$ cat config.mk
export PLATFORM = sky130hd
export DESIGN_NAME = asap_job_ctrl_flat
export DESIGN_NICKNAME = d
export VERILOG_FILES = /design/src/rtl/asap_job_ctrl_if.sv /design/src/rtl/asap_job_ctrl.sv /design/src/flat_wrapper.sv
export SDC_FILE = /design/constraint.sdc
export NUM_CORES = 1
export LEC_CHECK = 0
export ABC_AREA = 1
export CORE_ASPECT_RATIO = 0.5
export CORE_UTILIZATION = 35
export DETAILED_ROUTE_END_ITERATION = 8
export SLEW_MARGIN = 20
export SYNTH_ARGS = -nofsm -noshare
export SYNTH_HDL_FRONTEND = slang
export SYNTH_SLANG_ARGS = --single-unit
$ cat constraint.sdc
create_clock -name clk -period 14.9 [get_ports clk]
set_input_delay 4.47 -clock clk [delete_from_list [all_inputs] [get_ports clk]]
set_output_delay 4.47 -clock clk [all_outputs]
set_load 0.01 [all_outputs]
$ cat src/rtl/asap_job_ctrl_if.sv
// Bundle of the ASAP job controller's stream, sequencer and status signals.
// master: the surrounding environment (producer, sequencer/datapath, consumer).
// slave : the job controller itself.
interface asap_job_ctrl_if #(
    parameter int unsigned WIDTH = 32
);
    // Operand stream into the FIFO
    logic             in_valid;
    logic             in_ready;
    logic [WIDTH-1:0] in_a;
    logic [WIDTH-1:0] in_b;

    // Datapath operand buses and sequencer handshake
    logic [WIDTH-1:0] op0;
    logic [WIDTH-1:0] op1;
    logic             cu_go;
    logic             cu_done;
    logic [WIDTH-1:0] dp_result;

    // Result stream
    logic             out_valid;
    logic             out_ready;
    logic [WIDTH-1:0] out_result;

    // Status
    logic             busy;
    logic [15:0]      jobs_done;
    logic             err;

    modport master (
        output in_valid, in_a, in_b, cu_done, dp_result, out_ready,
        input  in_ready, op0, op1, cu_go, out_valid, out_result,
               busy, jobs_done, err
    );

    modport slave (
        input  in_valid, in_a, in_b, cu_done, dp_result, out_ready,
        output in_ready, op0, op1, cu_go, out_valid, out_result,
               busy, jobs_done, err
    );
endinterface

$ cat src/rtl/asap_job_ctrl.sv
// ASAP job controller: buffers operand pairs in a FIFO, launches one job at a
// time on the datapath sequencer, and holds each result in an output register.
// Optional feature macro: ASAP_JOB_TIMEOUT_EN (RUN-state watchdog with sticky
// err flag). Without it RUN waits for cu_done indefinitely and err is 0.
module asap_job_ctrl #(
    parameter int unsigned WIDTH      = 32,
    parameter int unsigned DEPTH_LOG2 = 2,
    parameter int unsigned TIMEOUT    = 15
) (
    input  logic           clk,
    input  logic           rst,
    asap_job_ctrl_if.slave bus
);
    localparam int unsigned DEPTH = 1 << DEPTH_LOG2;
    localparam int unsigned PTR_W = DEPTH_LOG2 + 1;

    localparam logic [1:0] IDLE   = 2'd0;
    localparam logic [1:0] LAUNCH = 2'd1;
    localparam logic [1:0] RUN    = 2'd2;

    logic [1:0]       state;
    logic [1:0]       state_nxt;

    logic [WIDTH-1:0] mem_a [DEPTH];
    logic [WIDTH-1:0] mem_b [DEPTH];
    logic [PTR_W-1:0] wr_ptr;
    logic [PTR_W-1:0] rd_ptr;
    logic [PTR_W-1:0] wr_ptr_nxt;
    logic [PTR_W-1:0] rd_ptr_nxt;
    logic             full_q;
    logic             full_nxt;
    logic             empty_c;
    logic             push_c;
    logic             pop_c;
    logic             capture_c;

`ifdef ASAP_JOB_TIMEOUT_EN
    localparam int unsigned TMO_W = $clog2(TIMEOUT + 1);

    logic [TMO_W-1:0] tmo_cnt;
    logic             tmo_hit_c;
    logic             abort_c;
`else
    logic             unused_timeout;
`endif

    // FIFO pointer arithmetic; full/empty use the extra wrap bit
    always_comb begin
        empty_c    = (wr_ptr == rd_ptr);
        push_c     = bus.in_valid && !full_q;
        wr_ptr_nxt = wr_ptr + PTR_W'(push_c);
        rd_ptr_nxt = rd_ptr + PTR_W'(pop_c);
        full_nxt   = (wr_ptr_nxt[PTR_W-1] != rd_ptr_nxt[PTR_W-1]) &&
                     (wr_ptr_nxt[DEPTH_LOG2-1:0] == rd_ptr_nxt[DEPTH_LOG2-1:0]);
    end

    // FIFO pointers and registered ready
    always_ff @(posedge clk or posedge rst) begin
        if (rst) begin
            wr_ptr <= '0;
            rd_ptr <= '0;
            full_q <= 1'b0;
        end else begin
            wr_ptr <= wr_ptr_nxt;
            rd_ptr <= rd_ptr_nxt;
            full_q <= full_nxt;
        end
    end

    assign bus.in_ready = !full_q;

    // FIFO storage; contents are don't-care until written
    always_ff @(posedge clk) begin
        if (push_c) begin
            mem_a[wr_ptr[DEPTH_LOG2-1:0]] <= bus.in_a;
            mem_b[wr_ptr[DEPTH_LOG2-1:0]] <= bus.in_b;
        end
    end

`ifdef ASAP_JOB_TIMEOUT_EN
    // Watchdog fires on the TIMEOUT-th RUN cycle, i.e. as the count reaches TIMEOUT
    assign tmo_hit_c = (tmo_cnt == TMO_W'(TIMEOUT - 1));
`else
    assign unused_timeout = (TIMEOUT != 0);
`endif

    // Next-state and job strobes
    always_comb begin
        state_nxt = state;
        pop_c     = 1'b0;
        capture_c = 1'b0;
`ifdef ASAP_JOB_TIMEOUT_EN
        abort_c   = 1'b0;
`endif
        case (state)
            IDLE: begin
                // Launch only when the result slot will be free at capture time
                if (!empty_c && (!bus.out_valid || bus.out_ready)) begin
                    pop_c     = 1'b1;
                    state_nxt = LAUNCH;
                end
            end
            LAUNCH: begin
                state_nxt = RUN;
            end
            RUN: begin
                if (bus.cu_done) begin
                    capture_c = 1'b1;
                    state_nxt = IDLE;
                end
`ifdef ASAP_JOB_TIMEOUT_EN
                else if (tmo_hit_c) begin
                    abort_c   = 1'b1;
                    state_nxt = IDLE;
                end
`endif
            end
            default: begin
                state_nxt = IDLE;
            end
        endcase
    end

    // State register plus flags derived from the next state
    always_ff @(posedge clk or posedge rst) begin
        if (rst) begin
            state     <= IDLE;
            bus.busy  <= 1'b0;
            bus.cu_go <= 1'b0;
        end else begin
            state     <= state_nxt;
            bus.busy  <= (state_nxt != IDLE);
            bus.cu_go <= (state_nxt == LAUNCH);
        end
    end

    // Operand buses load on pop and stay put for the whole job
    always_ff @(posedge clk or posedge rst) begin
        if (rst) begin
            bus.op0 <= '0;
            bus.op1 <= '0;
        end else if (pop_c) begin
            bus.op0 <= mem_a[rd_ptr[DEPTH_LOG2-1:0]];
            bus.op1 <= mem_b[rd_ptr[DEPTH_LOG2-1:0]];
        end
    end

    // Result register: a capture wins over a same-cycle drain
    always_ff @(posedge clk or posedge rst) begin
        if (rst) begin
            bus.out_valid  <= 1'b0;
            bus.out_result <= '0;
        end else if (capture_c) begin
            bus.out_valid  <= 1'b1;
            bus.out_result <= bus.dp_result;
        end else if (bus.out_valid && bus.out_ready) begin
            bus.out_valid  <= 1'b0;
        end
    end

    // Completed-job counter, wraps naturally at 16 bits
    always_ff @(posedge clk or posedge rst) begin
        if (rst) begin
            bus.jobs_done <= '0;
        end else if (capture_c) begin
            bus.jobs_done <= bus.jobs_done + 16'd1;
        end
    end

`ifdef ASAP_JOB_TIMEOUT_EN
    // RUN-cycle counter, cleared on the way into RUN
    always_ff @(posedge clk or posedge rst) begin
        if (rst) begin
            tmo_cnt <= '0;
        end else if (state == LAUNCH) begin
            tmo_cnt <= '0;
        end else if (state == RUN) begin
            tmo_cnt <= tmo_cnt + TMO_W'(1);
        end
    end

    // Sticky timeout flag
    always_ff @(posedge clk or posedge rst) begin
        if (rst) begin
            bus.err <= 1'b0;
        end else if (abort_c) begin
            bus.err <= 1'b1;
        end
    end
`else
    assign bus.err = 1'b0;
`endif

endmodule

$ cat src/flat_wrapper.sv
// flat-port wrapper written by rule: the top's interface ports become plain ports
module asap_job_ctrl_flat 
#(
    parameter int unsigned WIDTH      = 32,
    parameter int unsigned DEPTH_LOG2 = 2,
    parameter int unsigned TIMEOUT    = 15
)
  (clk, rst, bus_in_valid, bus_in_a, bus_in_b, bus_cu_done, bus_dp_result, bus_out_ready, bus_in_ready, bus_op0, bus_op1, bus_cu_go, bus_out_valid, bus_out_result, bus_busy, bus_jobs_done, bus_err);
  asap_job_ctrl_if #(.WIDTH(WIDTH)) bus_i ();
  input  logic clk;
  input  logic rst;
  input wire logic [$bits(bus_i.in_valid)-1:0] bus_in_valid;
  input wire logic [$bits(bus_i.in_a)-1:0] bus_in_a;
  input wire logic [$bits(bus_i.in_b)-1:0] bus_in_b;
  input wire logic [$bits(bus_i.cu_done)-1:0] bus_cu_done;
  input wire logic [$bits(bus_i.dp_result)-1:0] bus_dp_result;
  input wire logic [$bits(bus_i.out_ready)-1:0] bus_out_ready;
  output wire logic [$bits(bus_i.in_ready)-1:0] bus_in_ready;
  output wire logic [$bits(bus_i.op0)-1:0] bus_op0;
  output wire logic [$bits(bus_i.op1)-1:0] bus_op1;
  output wire logic [$bits(bus_i.cu_go)-1:0] bus_cu_go;
  output wire logic [$bits(bus_i.out_valid)-1:0] bus_out_valid;
  output wire logic [$bits(bus_i.out_result)-1:0] bus_out_result;
  output wire logic [$bits(bus_i.busy)-1:0] bus_busy;
  output wire logic [$bits(bus_i.jobs_done)-1:0] bus_jobs_done;
  output wire logic [$bits(bus_i.err)-1:0] bus_err;
  assign bus_i.in_valid = bus_in_valid;
  assign bus_i.in_a = bus_in_a;
  assign bus_i.in_b = bus_in_b;
  assign bus_i.cu_done = bus_cu_done;
  assign bus_i.dp_result = bus_dp_result;
  assign bus_i.out_ready = bus_out_ready;
  assign bus_in_ready = bus_i.in_ready;
  assign bus_op0 = bus_i.op0;
  assign bus_op1 = bus_i.op1;
  assign bus_cu_go = bus_i.cu_go;
  assign bus_out_valid = bus_i.out_valid;
  assign bus_out_result = bus_i.out_result;
  assign bus_busy = bus_i.busy;
  assign bus_jobs_done = bus_i.jobs_done;
  assign bus_err = bus_i.err;
  asap_job_ctrl #(.WIDTH(WIDTH), .DEPTH_LOG2(DEPTH_LOG2), .TIMEOUT(TIMEOUT)) u_core (.clk(clk), .rst(rst), .bus(bus_i));
endmodule
Yosys cells after proc, flatten, opt, wreduce, memory -nomap -nowiden --
Memory sizes are Yosys's and may differ from the RTL's. A register that Yosys moved wholly into a read port is not among the register bits. Cells that the tools add are included.
Word-level totals: register bits after elaboration 60, input port bits 101, bits in writable memories 256, memories kept 2, output and inout port bits 117
Memories:
- u_core.mem_a | words 4, bits a word 32, rd ports 1, clocked after Yosys merged registers in 1, write ports 1, line asap_job_ctrl.sv:24 | logic [WIDTH-1:0] mem_a [DEPTH];
- u_core.mem_b | words 4, bits a word 32, rd ports 1, clocked after Yosys merged registers in 1, write ports 1, line asap_job_ctrl.sv:25 | logic [WIDTH-1:0] mem_b [DEPTH];
Operators by class: equal/unequal tests 6, reductions and logical operators 11, add/sub/neg operators 3, muxes and demuxes 11
Operator list (count):
- 16-bit by 1-bit adder with 16-bit output, second input constant | 1
- 1-bit two-way mux | 8
- 3-bit by 1-bit adder with 3-bit output | 2
- 2-bit case mux with 3 select lines | 1
- 2-bit by 1-bit == test with 1-bit output, second input constant | 2
- 1-bit logical AND | 4
- 2-bit two-way mux | 2
- 2-bit nonzero test | 2
- 3-bit == test | 1
- 1-bit zero test | 3
- 2-bit == test | 1
- 2-bit == test, second input constant | 1
- 2-bit zero test | 1
- 1-bit logical OR | 1
- 1-bit inequality test | 1

Longest topological paths before layout --
Gate-level depths: netlist (run 1).
depth after elaboration 8, mapped depth 12

Worst setup path after synthesis (run 1) --
OpenSTA, ideal clock, no wires.
kind input port to flip-flop, from in bus_in_valid, to mem u_core.mem_a[2][0] (enable), arrival 8925 ps, setup slack 5410 ps, cell stages on the path 2, required time 14335 ps, path through nand2_1 > nor3_1
Between the ends: longest elaborated chain between the ends 3
Ends and longest elaborated chain:
- from (decl) | line flat_wrapper.sv:12 | input wire logic [$bits(bus_i.in_valid)-1:0] bus_in_valid;
- 1-bit logical AND | line asap_job_ctrl.sv:50 | push_c = bus.in_valid && !full_q;
- 1-bit two-way mux | line asap_job_ctrl.sv:74 | if (push_c) begin
- 1-bit two-way mux (not written as such) | line asap_job_ctrl.sv:75 | mem_a[wr_ptr[DEPTH_LOG2-1:0]] <= bus.in_a;
- to (decl) | line asap_job_ctrl.sv:24
No other way between the ends.

Final worst setup path (run 1) --
from in bus_out_ready, to reg u_core.full_q
Between the ends: longest elaborated chain between the ends 7, elaborated cells on any way between the ends 8, classes of those cells add/sub (1); eq/ne (2); mux (2); reduce/logical (3)
Ends and longest elaborated chain:
- from (decl) | line flat_wrapper.sv:17 | input wire logic [$bits(bus_i.out_ready)-1:0] bus_out_ready;
- 1-bit logical OR | line asap_job_ctrl.sv:98 | if (!empty_c && (!bus.out_valid || bus.out_ready)) begin
- 1-bit logical AND | line asap_job_ctrl.sv:98
- 1-bit two-way mux | line asap_job_ctrl.sv:98
- 1-bit two-way mux | line asap_job_ctrl.sv:95 | case (state)
- via u_core.pop_c | line asap_job_ctrl.sv:34 | logic pop_c;
- 3-bit by 1-bit adder with 3-bit output | line asap_job_ctrl.sv:52 | rd_ptr_nxt = rd_ptr + PTR_W'(pop_c);
- via u_core.rd_ptr_nxt[2] | line asap_job_ctrl.sv:29 | logic [PTR_W-1:0] rd_ptr_nxt;
- 1-bit inequality test | line asap_job_ctrl.sv:53 | full_nxt = (wr_ptr_nxt[PTR_W-1] != rd_ptr_nxt[PTR_W-1]) &&
- 1-bit logical AND | line asap_job_ctrl.sv:53
- via u_core.full_nxt | line asap_job_ctrl.sv:31 | logic full_nxt;
- to (signal assigned) | line asap_job_ctrl.sv:66 | full_q <= full_nxt;
- to (decl) | line asap_job_ctrl.sv:30 | logic full_q;
The timed path passes the listed nets, and every way through them passes these cells. A chain may end at the register's enable or synchronous reset.

==> results of run 1 <==
[per-layer routing]
layer  vias to the layer above  track usage  wire, um
met5                         -            0         0
met4                         0       0.0482       658
met3                        55       0.0303      1400
met2                       184        0.311     18900
met1                      4777        0.190     14100
li1                       4669            -         -
[where the power goes]
group | internal (mW) | leakage (nW) | switching (mW)
clock | 0.486 | 0.539 | 0.392
sequential | 1.43 | 3.89 | 0.165
combinational | 0.528 | 2.67 | 0.818
[registers in the layout, summed over array words and instances (netlist names)]
register / flops
u_core.mem_b: 128
u_core.bus.out_result: 32
u_core.bus.op1: 32
u_core.rd_ptr: 3
u_core.wr_ptr: 3
u_core.bus.busy: 1
u_core.full_q: 1
u_core.bus.jobs_done: 16
u_core.bus.out_valid: 1
u_core.bus.op0: 32
u_core.bus.cu_go: 1
u_core.state: 2
u_core.mem_a: 128
[cells in the final DEF (no fill, tap or decap), types with 3 or more instances in the layout]
cell / count
nand4_1: 5
buf_4: 17
clkinv_1: 3
clkbuf_1: 16
clkdlybuf4s50_1: 216
clkinv_2: 5
nand2_1: 262
nand3_1: 69
nor2_1: 210
nor3_2: 4
xnor2_1: 13
inv_1: 24
xor2_1: 6
clkbuf_16: 38
o21ai_0: 170
ha_1: 5
edfxtp_1: 256
o21ai_1: 23
dfrtp_1: 122
[worst min path at each step]
stage | from | endpoint | cells after the start
after floorplan | u_core.wr_ptr[2] | u_core.wr_ptr[2] | 1
after global placement | u_core.bus.jobs_done[15] | u_core.bus.jobs_done[15] | 1
after detailed placement | u_core.bus.op1[27] | u_core.bus.op1[27] | 2
after CTS | u_core.bus.jobs_done[15] | u_core.bus.jobs_done[15] | 1
after global routing | u_core.bus.op1[27] | u_core.bus.op1[27] | 2
final | u_core.bus.jobs_done[15] | u_core.bus.jobs_done[15] | 1
[synth_stat cells (all sizes together), types with 5 or more instances]
master and count:
buf 48, clkbuf 24, dfrtp 124, edfxtp 256, ha 5, inv 26, nand2 263, nand3 70
nand4 5, nor2 211, nor3 5, o21ai 193, xnor2 13, xor2 6
[logic make-up after synthesis]
| family | synth area share |
|---|---|
| other | 0.000256 |
| buffers and inverters | 0.0325 |
| AO/OA/AOI/OAI | 0.0673 |
| AND/OR/NAND/NOR | 0.149 |
| flip-flops | 0.735 |
| XOR/XNOR | 0.0113 |
| adder cells (fa/ha/maj) | 0.00426 |
[through the flow]
| step | util | setup WS (ns) | instances |
|---|---|---|---|
| floorplan | - | 5.41 | 1253 |
| global placement | 0.424 | 8.09 | 1954 |
| detailed placement | 0.424 | 8.01 | 1954 |
| CTS | 0.451 | 8.58 | 2021 |
| global route | 0.451 | 8.41 | 2021 |
| finish | 0.451 | 8.56 | 2021 |
[worst reg2reg max path: stages (launching register included)]
cell,delay (ns)
dfrtp_4,0.80
clkinv_2,0.79
buf_4,0.62
o21ai_0,0.34
o21ai_0,0.12
nand3_1,0.08
nand2_1,0.07
[layout make-up]
class | instances | share of cell area
Inverter | 26 | 0.00564
Multi-Input combinational cell | 775 | 0.187
Clock buffer | 56 | 0.0564
Clock inverter | 11 | 0.00448
Timing Repair Buffer | 233 | 0.124
Sequential cell | 380 | 0.586
Tap cell | 540 | 0.0367
==> summary.md, run 1 <==
| Metric | Value |
|---|---|
| Ant. Diodes | `0` |
| Via/cell ratio | `4.79` |
| Fmax | `158 MHz` |
| Via count | `9685` |
| Clock sink count | `between 300 and 400` |
| First-pass detailed-route iteration total | `5` |
| Mapped Area | `14700 um^2` |
| Setup Buffers After CTS | `0` |
| Nets | `1559` |
| Seq/Total Area, Yosys | `0.735` |
| GRT Total Usage | `0.165` |
| Die area | `42800 um^2` |
| Slowest-stage cell, CP | `buf_4` |
| Detail Route Antenna Nets | `0` |
| Cts bufs inserted | `37` |
| Core ar. | `40900 um^2` |
| H-tree lvl count | `2` |
| Fillers | `3694` |
| Post-DP Area | `17300 um^2` |
| Min cycle time layout | `6.34 ns` |
| Port bufs | `216` |
| CP Class | `input port to register` |
| CP max FO | `65` |
| Initial antenna violation count | `0` |
| Reg-to-reg startpoint | `u_core.rd_ptr[0]` |
| Vias in the first global route | `10100` |
| Hold crit path type | `register to register` |
| Clock-pin transition on the worst setup and hold timing paths | `0.06 ns` |
| Worst Setup SP | `bus_out_ready` |
| CP max stage delay | `0.69 ns` |
| Global route total overflow | `0` |
| Final Cycle Share | `0.426` |
| Area growth syn-to-layout | `25.5%` |
| Skew final | `0.0205 ns` |
| Top cell type's share of synthesized area | `0.524` |
| Critical path endpoint category | `register` |
| # hold bufs at CTS | `0` |
| Final setup vio count | `0` |
| Design Power | `3.82 mW` |
| Crit path top cell by count | `ha_1` |
| First-pass GRT wire length | `55300 um` |
| Clock Path Buffers | `3` |
| Critical Path AT | `6.77 ns` |
| Clock root buffer | `clkbuf_16` |
| CTS tree | `yes` |
| Maximum vdd drop | `0.205 mV` |
| Avg Cell Area, Syn | `11.7 um^2` |
| Async S/R FF share, synth | `0.326` |
| Final HPWL DP | `~20000 um` |
| Hold slack | `0.472 ns` |
| Area contributors post-synth | `edfxtp_1 (52%), dfrtp_1 (21%), nand2_1 (6.7%)` |
| Yosys warnings | `0` |
| Commonest register cell after synthesis | `edfxtp_1` |
| Rel. slew slack | `0.361` |
| Initial Util | `0.359` |
| Crit start category | `input port` |
| Worst path depth | `10` |
| # IOs | `roughly 220` |
| Initial DRC Count | `601` |
| Fraction of layout cells with a size suffix above 1 | `0.0520` |
| Count of cell types in the netlist | `23` |
| Register area | `around 11000 um^2` |
| Cell family with most CP delay | `buffers and inverters` |
| Req. time, crit path | `15.32 ns` |
| Hold Fails Final Rpt | `0` |
| RSZ-0062 raised after global routing | `no` |
| Fin area | `18400 um^2` |
| Cell Pwr Density | `about 210 nW/um^2` |
| Post-CTS resize count | `0` |
| Worst slew pin tran | `0.959 ns` |
| Total wire length | `35100 um` |
| CP Cell Sequence | `clkdlybuf4s50_1 -> o21a_2 -> buf_4 -> nand2_2 -> inv_1 -> ha_1 -> ha_1 -> xor2_1 -> xnor2_1 -> nor2_1` |
| Standard-cell row count | `between 50 and 60` |
| Footprint of the multi-input gates | `around 3400 um^2` |
| Status | `finished clean` |
| Setup crit end | `u_core.full_q` |
| Largest net degree at the start of global routing | `94` |
| Worst path bufs/invs | `3` |
| Max-slew violation count | `0` |
| EDFF count, synth | `256` |
| GPL Wtd Cong | `0.766` |
| Internal reg-to-reg setup slack | `11.98 ns` |
| Area leader, netlist | `edfxtp_1` |
| Net count after synthesis | `1359` |
| Synth Register Bits | `380` |
| TNS Setup | `0 ns` |
| # DRC | `0` |
| Lkg Pwr | `7.09 nW` |
| Die height | `147 um` |
| Max-cap violations | `0` |
| Routed WL per cell | `approximately 17 um` |
| Syn Inst Count | `1253` |
| Clk_lat worst skew | `~0.55 ns` |
| Worst r2r path cells | `6` |
| Reg-to-Reg End | `u_core.bus.op0[8]` |
| Die width | `292 um` |
Power figures use the tool's default switching activity.
==> run 2, diff against run 1 <==
clock period = 5.8 ns   (was 14.9 ns; I/O delays follow)
==> run 2 against run 1 <==
Compared with the run above: clock skew grew 0.0011 ns; sequential share of layout area shrank 0.10 points; critical path type unchanged; critical path depth shrank 6; clock-buffer cell count shrank 10; combinational power grew to 2.5 times the previous value; cell count shrank 0.20%; sequential cell count is the same; setup slack lost 6.1 ns; non-clock buffer count shrank 4; register-to-register slack lost 9.1 ns; routed wire length shrank 4.3%; global-route usage shrank 0.79 points.
==> summary.md, run 2 (synthesis gave the netlist of run 1 again) <==
| Metric | Value |
|---|---|
| CTS tree | `yes` |
| Clock root buffer | `clkbuf_16` |
| Clock Path Buffers | `3` |
| Hold slack | `0.475 ns` |
| # DRC | `0` |
| Initial antenna violation count | `2` |
| CP max FO | `55` |
| Lkg Pwr | `around 7.1 nW` |
| Final Cycle Share | `0.584` |
| H-tree lvl count | `2` |
| RSZ-0062 raised after global routing | `no` |
| Die width | `292 um` |
| Via/cell ratio | `4.76` |
| CP Class | `input port to register` |
| Total wire length | `approximately 34000 um` |
| Post-CTS resize count | `0` |
| Initial Util | `0.359` |
| Final HPWL DP | `19700 um` |
| Final setup vio count | `0` |
| GRT Total Usage | `0.157` |
| Skew final | `0.0216 ns` |
| Via count | `~9600` |
| Critical Path AT | `3.55 ns` |
| Final Non-Filler Cells | `just over 2000` |
| Largest net degree at the start of global routing | `~110` |
| Die height | `147 um` |
| Vias in the first global route | `approximately 9900` |
| # hold bufs at CTS | `0` |
| GPL Wtd Cong | `just under 0.8` |
| Worst slew pin tran | `1.03 ns` |
| Most frequent cells in the layout | `nand2_1 (262), edfxtp_1 (256), clkdlybuf4s50_1 (216), nor2_1 (210), o21ai_0 (170)` |
| Cts bufs inserted | `37` |
| First-pass detailed-route iteration total | `5` |
| Req. time, crit path | `5.97 ns` |
| Detail Route Antenna Nets | `0` |
| TNS Setup | `0 ns` |
| Setup Buffers After CTS | `0` |
| Fraction of layout cells with a size suffix above 1 | `0.0508` |
| Min cycle time layout | `3.38 ns` |
| # IOs | `218` |
| Clk_lat worst skew | `0.53 ns` |
| First-pass GRT wire length | `53200 um` |
| Die area | `between 40000 and 50000 um^2` |
| Final design utilization | `0.452` |
| Reg-to-Reg End | `u_core.bus.op0[22]` |
| Global route total overflow | `0` |
| Hold crit path type | `register to register` |
| Internal reg-to-reg setup slack | `2.92 ns` |
| Port bufs | `216` |
| Initial DRC Count | `741` |
| Clock sink count | `380` |
| Hold Path Sink | `u_core.bus.jobs_done[15]` |
| Fin area | `18500 um^2` |
| Nets | `1555` |
| Critical path endpoint category | `register` |
| Most common cell after layout, fill and taps aside | `nand2_1` |
| Maximum vdd drop | `approximately 0.26 mV` |
| Reg-to-reg startpoint | `u_core.rd_ptr[0]` |
| Max-slew violation count | `0` |
| Rel. slew slack | `0.311` |
| Status | `finished clean` |
| Standard-cell row count | `52` |
| Fillers | `3646` |
| Max-cap violations | `0` |
| Routed WL per cell | `16.6 um` |
| Min-Delay Path Depth | `1` |
| Hold Fails Final Rpt | `0` |
| HP Start | `u_core.bus.jobs_done[15]` |
| Area growth syn-to-layout | `25.8%` |
| Post-DP Area | `17300 um^2` |
| Core ar. | `40900 um^2` |
| Crit start category | `input port` |
| Placed insts | `1950` |
| Worst r2r path cells | `6` |
| Cell Pwr Density | `between 500 and 600 nW/um^2` |
| Clock-pin transition on the worst setup and hold timing paths | `roughly 0.060 ns` |
| Fmax | `295 MHz` |
-- run 2: stage by stage --
step | total power [mW] | setup slack, ns
finish | 9.84 | 2.42
global route | 10.5 | 2.35
CTS | 9.99 | 2.42
detailed placement | 7.60 | 1.88
global placement | 7.50 | 1.83
floorplan | 6.22 | -0.960
-- run 2: area by class of cell --
class | count | area (um^2) | share of cell area
antenna | 1 | 2.50 | 0.000136
tap | 540 | 676 | 0.0366
clock buffer | 46 | 960 | 0.0520
inverter | 26 | 104 | 0.00563
multi-input combinational | 775 | 3440 | 0.186
sequential | 380 | 10800 | 0.585
timing repair buffer | 229 | 2280 | 0.123
clock inverter | 20 | 205 | 0.0111
-- run 2: where the power goes --
group	leakage, nW	internal, mW	switching (mW)
sequential	3.89	3.69	0.374
clock	0.567	1.36	0.986
combinational	2.65	1.35	2.08
total	7.10	6.40	3.44
-- run 2: per-layer routing --
layer	vias to the layer above	share of wire	track usage
met5	-	0.00036	0
met4	2	0.022	0.0511
met2	156	0.53	0.290
met3	53	0.037	0.0297
met1	4713	0.41	0.183
li1	4669	-	-
-- run 2: worst max path at each step --
| stage | from | endpoint | slack [ns] | cells past startpoint |
|---|---|---|---|---|
| 2_1_floorplan | bus_in_valid | u_core.mem_a[2][0] | -0.96 | 2 |
| 3_3_place_gp | bus_in_valid | u_core.mem_a[3][2] | 1.83 | 4 |
| 5_1_grt | bus_in_valid | u_core.mem_a[3][1] | 2.35 | 4 |
| 6_report | bus_in_valid | u_core.mem_a[3][1] | 2.42 | 4 |
| 4_1_cts | bus_in_valid | u_core.mem_a[3][12] | 2.42 | 4 |
| 3_5_place_dp | bus_in_valid | u_core.mem_b[3][1] | 1.88 | 4 |
-- run 2: worst max-delay path, stage by stage --
cell and delay [ns]:
clkdlybuf4s50_1 0.50, nand2_1 0.17, nor3_2 0.67, buf_12 0.36
==> run 3, diff against run 2 <==
clock period = 3.2 ns   (was 5.8 ns; I/O delays follow)
==> run 3 against run 2 <==
Compared with the run above: critical path depth down 3; sequential cell count did not move; clock power grew 86%; global-route usage increased by 0.25 points; non-clock buffer count grew 11; final area increased by 1.6%; worst hold slack got worse by 0.0013 ns; first-iteration DRC count fell by 6.9%; setup slack got worse by 1.7 ns; utilization increased by 0.70 points; cell count increased by 0.64%; largest power group unchanged.
==> summary.md, run 3 (synthesis gave the netlist of run 1 again) <==
| Metric | Value |
|---|---|
| Cell family with most CP delay | `buffers and inverters` |
| H-tree lvl count | `2` |
| CTS tree | `yes` |
| Crit start category | `register` |
| Cts bufs inserted | `37` |
| Hold Path Sink | `u_core.bus.op1[26]` |
| Largest net degree at the start of global routing | `97` |
| CP Class | `register to primary output` |
| Lkg Pwr | `7.23 nW` |
| Most frequent cells in the layout | `nand2_1 (262), edfxtp_1 (256), clkdlybuf4s50_1 (216), nor2_1 (210), o21ai_0 (170)` |
| # DRC | `0` |
| Fmax | `~400 MHz` |
| GPL Wtd Cong | `0.754` |
| Via/cell ratio | `4.77` |
| Post-CTS resize count | `0` |
| Fraction of layout cells with a size suffix above 1 | `0.0598` |
| Die height | `147 um` |
| Final HPWL DP | `20000 um` |
| Status | `finished clean` |
| Clock-pin transition on the worst setup and hold timing paths | `approximately 0.06 ns` |
| # hold bufs at CTS | `0` |
| Req. time, crit path | `2.24 ns` |
| CP max FO | `6` |
| Vias in the first global route | `9883` |
| Initial Util | `0.359` |
| Standard-cell row count | `between 50 and 60` |
| Global route total overflow | `0` |
| Cell Pwr Density | `968 nW/um^2` |
| Clk_lat worst skew | `between 0.5 and 0.6 ns` |
| Clock Path Buffers | `3` |
| Worst path bufs/invs | `1` |
| Worst slew pin tran | `about 0.93 ns` |
| # IOs | `218` |
| Max-cap violations | `0` |
| Die width | `292 um` |
| Total wire length | `34000 um` |
| Detail Route Antenna Nets | `0` |
| Internal reg-to-reg setup slack | `0.93 ns` |
| Die area | `42800 um^2` |
| Hold Fails Final Rpt | `0` |
| Design Power | `18.1 mW` |
| Most common cell after layout, fill and taps aside | `nand2_1` |
| Skew final | `0.0211 ns` |
| Port bufs | `216` |
| Initial DRC Count | `690` |
| Clock sink count | `380` |
| Final setup vio count | `0` |
| RSZ-0062 raised after global routing | `no` |
| Min cycle time layout | `around 2.5 ns` |
| Final Cycle Share | `0.791` |
| Min-Delay Path Depth | `2` |
| Core ar. | `approximately 41000 um^2` |
| Via count | `9693` |
| Slowest-stage cell, CP | `clkdlybuf4s50_1` |
| Rel. slew slack | `0.379` |
| Hold crit path type | `register to register` |
| Setup Buffers After CTS | `0` |
| Critical Path AT | `approximately 1.6 ns` |
| GRT Total Usage | `0.159` |
| Final design utilization | `0.459` |
| Nets | `around 1600` |
| Clock root buffer | `clkbuf_16` |
| Area growth syn-to-layout | `27.7%` |
| Initial antenna violation count | `2` |
| First-pass detailed-route iteration total | `5` |
| First-pass GRT wire length | `between 50000 and 60000 um` |
| Routed WL per cell | `16.7 um` |
| Max-slew violation count | `0` |
| Critical path endpoint category | `primary output` |
| Reg-to-reg startpoint | `u_core.rd_ptr[1]` |
| Reg-to-Reg End | `u_core.bus.op0[6]` |
| Maximum vdd drop | `approximately 0.47 mV` |
| HP Start | `u_core.bus.op1[26]` |
| CP max stage delay | `0.60 ns` |
| Worst r2r path cells | `5` |
| CP Cell Sequence | `clkdlybuf4s50_1` |
[run 3: how the worst max path moves through the flow]
stage	start	end	cells past startpoint
after floorplan	bus_in_valid	u_core.mem_a[0][0]	2
after global placement	bus_in_valid	u_core.mem_b[1][19]	4
after detailed placement	bus_in_valid	u_core.mem_b[1][19]	4
after CTS	u_core.bus.jobs_done[2]	bus_jobs_done[2]	1
after global routing	u_core.bus.jobs_done[2]	bus_jobs_done[2]	1
final	u_core.bus.jobs_done[12]	bus_jobs_done[12]	1
[run 3: stage by stage]
step	instance area [um^2]	worst slack, ns	std cells	hold slack (ns)	TNS [ns]
after floorplan	14700	-0.862	1253	0.493	-220.76
after global placement	17500	0.365	1961	0.462	0
after detailed placement	17500	0.335	1961	0.464	0
after CTS	18700	0.636	2028	0.478	0
after global routing	18700	0.605	2030	0.495	0
final	18700	0.670	2030	0.474	0
[run 3: final cells by class]
cell class                 instances  area, um^2
sequential                       380       10800
clock inverter                    18         188
antenna                            2        5.00
fill                            3676       22100
multi-input combinational        775        3460
inverter                          26         103
tap                              540         676
clock buffer                      49        1020
timing repair buffer             240        2490
[run 3: power breakdown]
| part | total, mW | switching [mW] | internal (mW) |
|---|---|---|---|
| registers | 7.40 | 0.730 | 6.67 |
| clock network | 4.35 | 1.84 | 2.51 |
| logic | 6.40 | 3.80 | 2.60 |
| total | 18.1 | 6.37 | 11.8 |
[run 3: metal layers]
layer,GRT usage,wire [um],vias to the layer above
met5,0,0,-
met4,0.0482,823,0
met3,0.0284,1400,57
met2,0.291,17600,178
met1,0.191,14100,4775
li1,-,-,4683
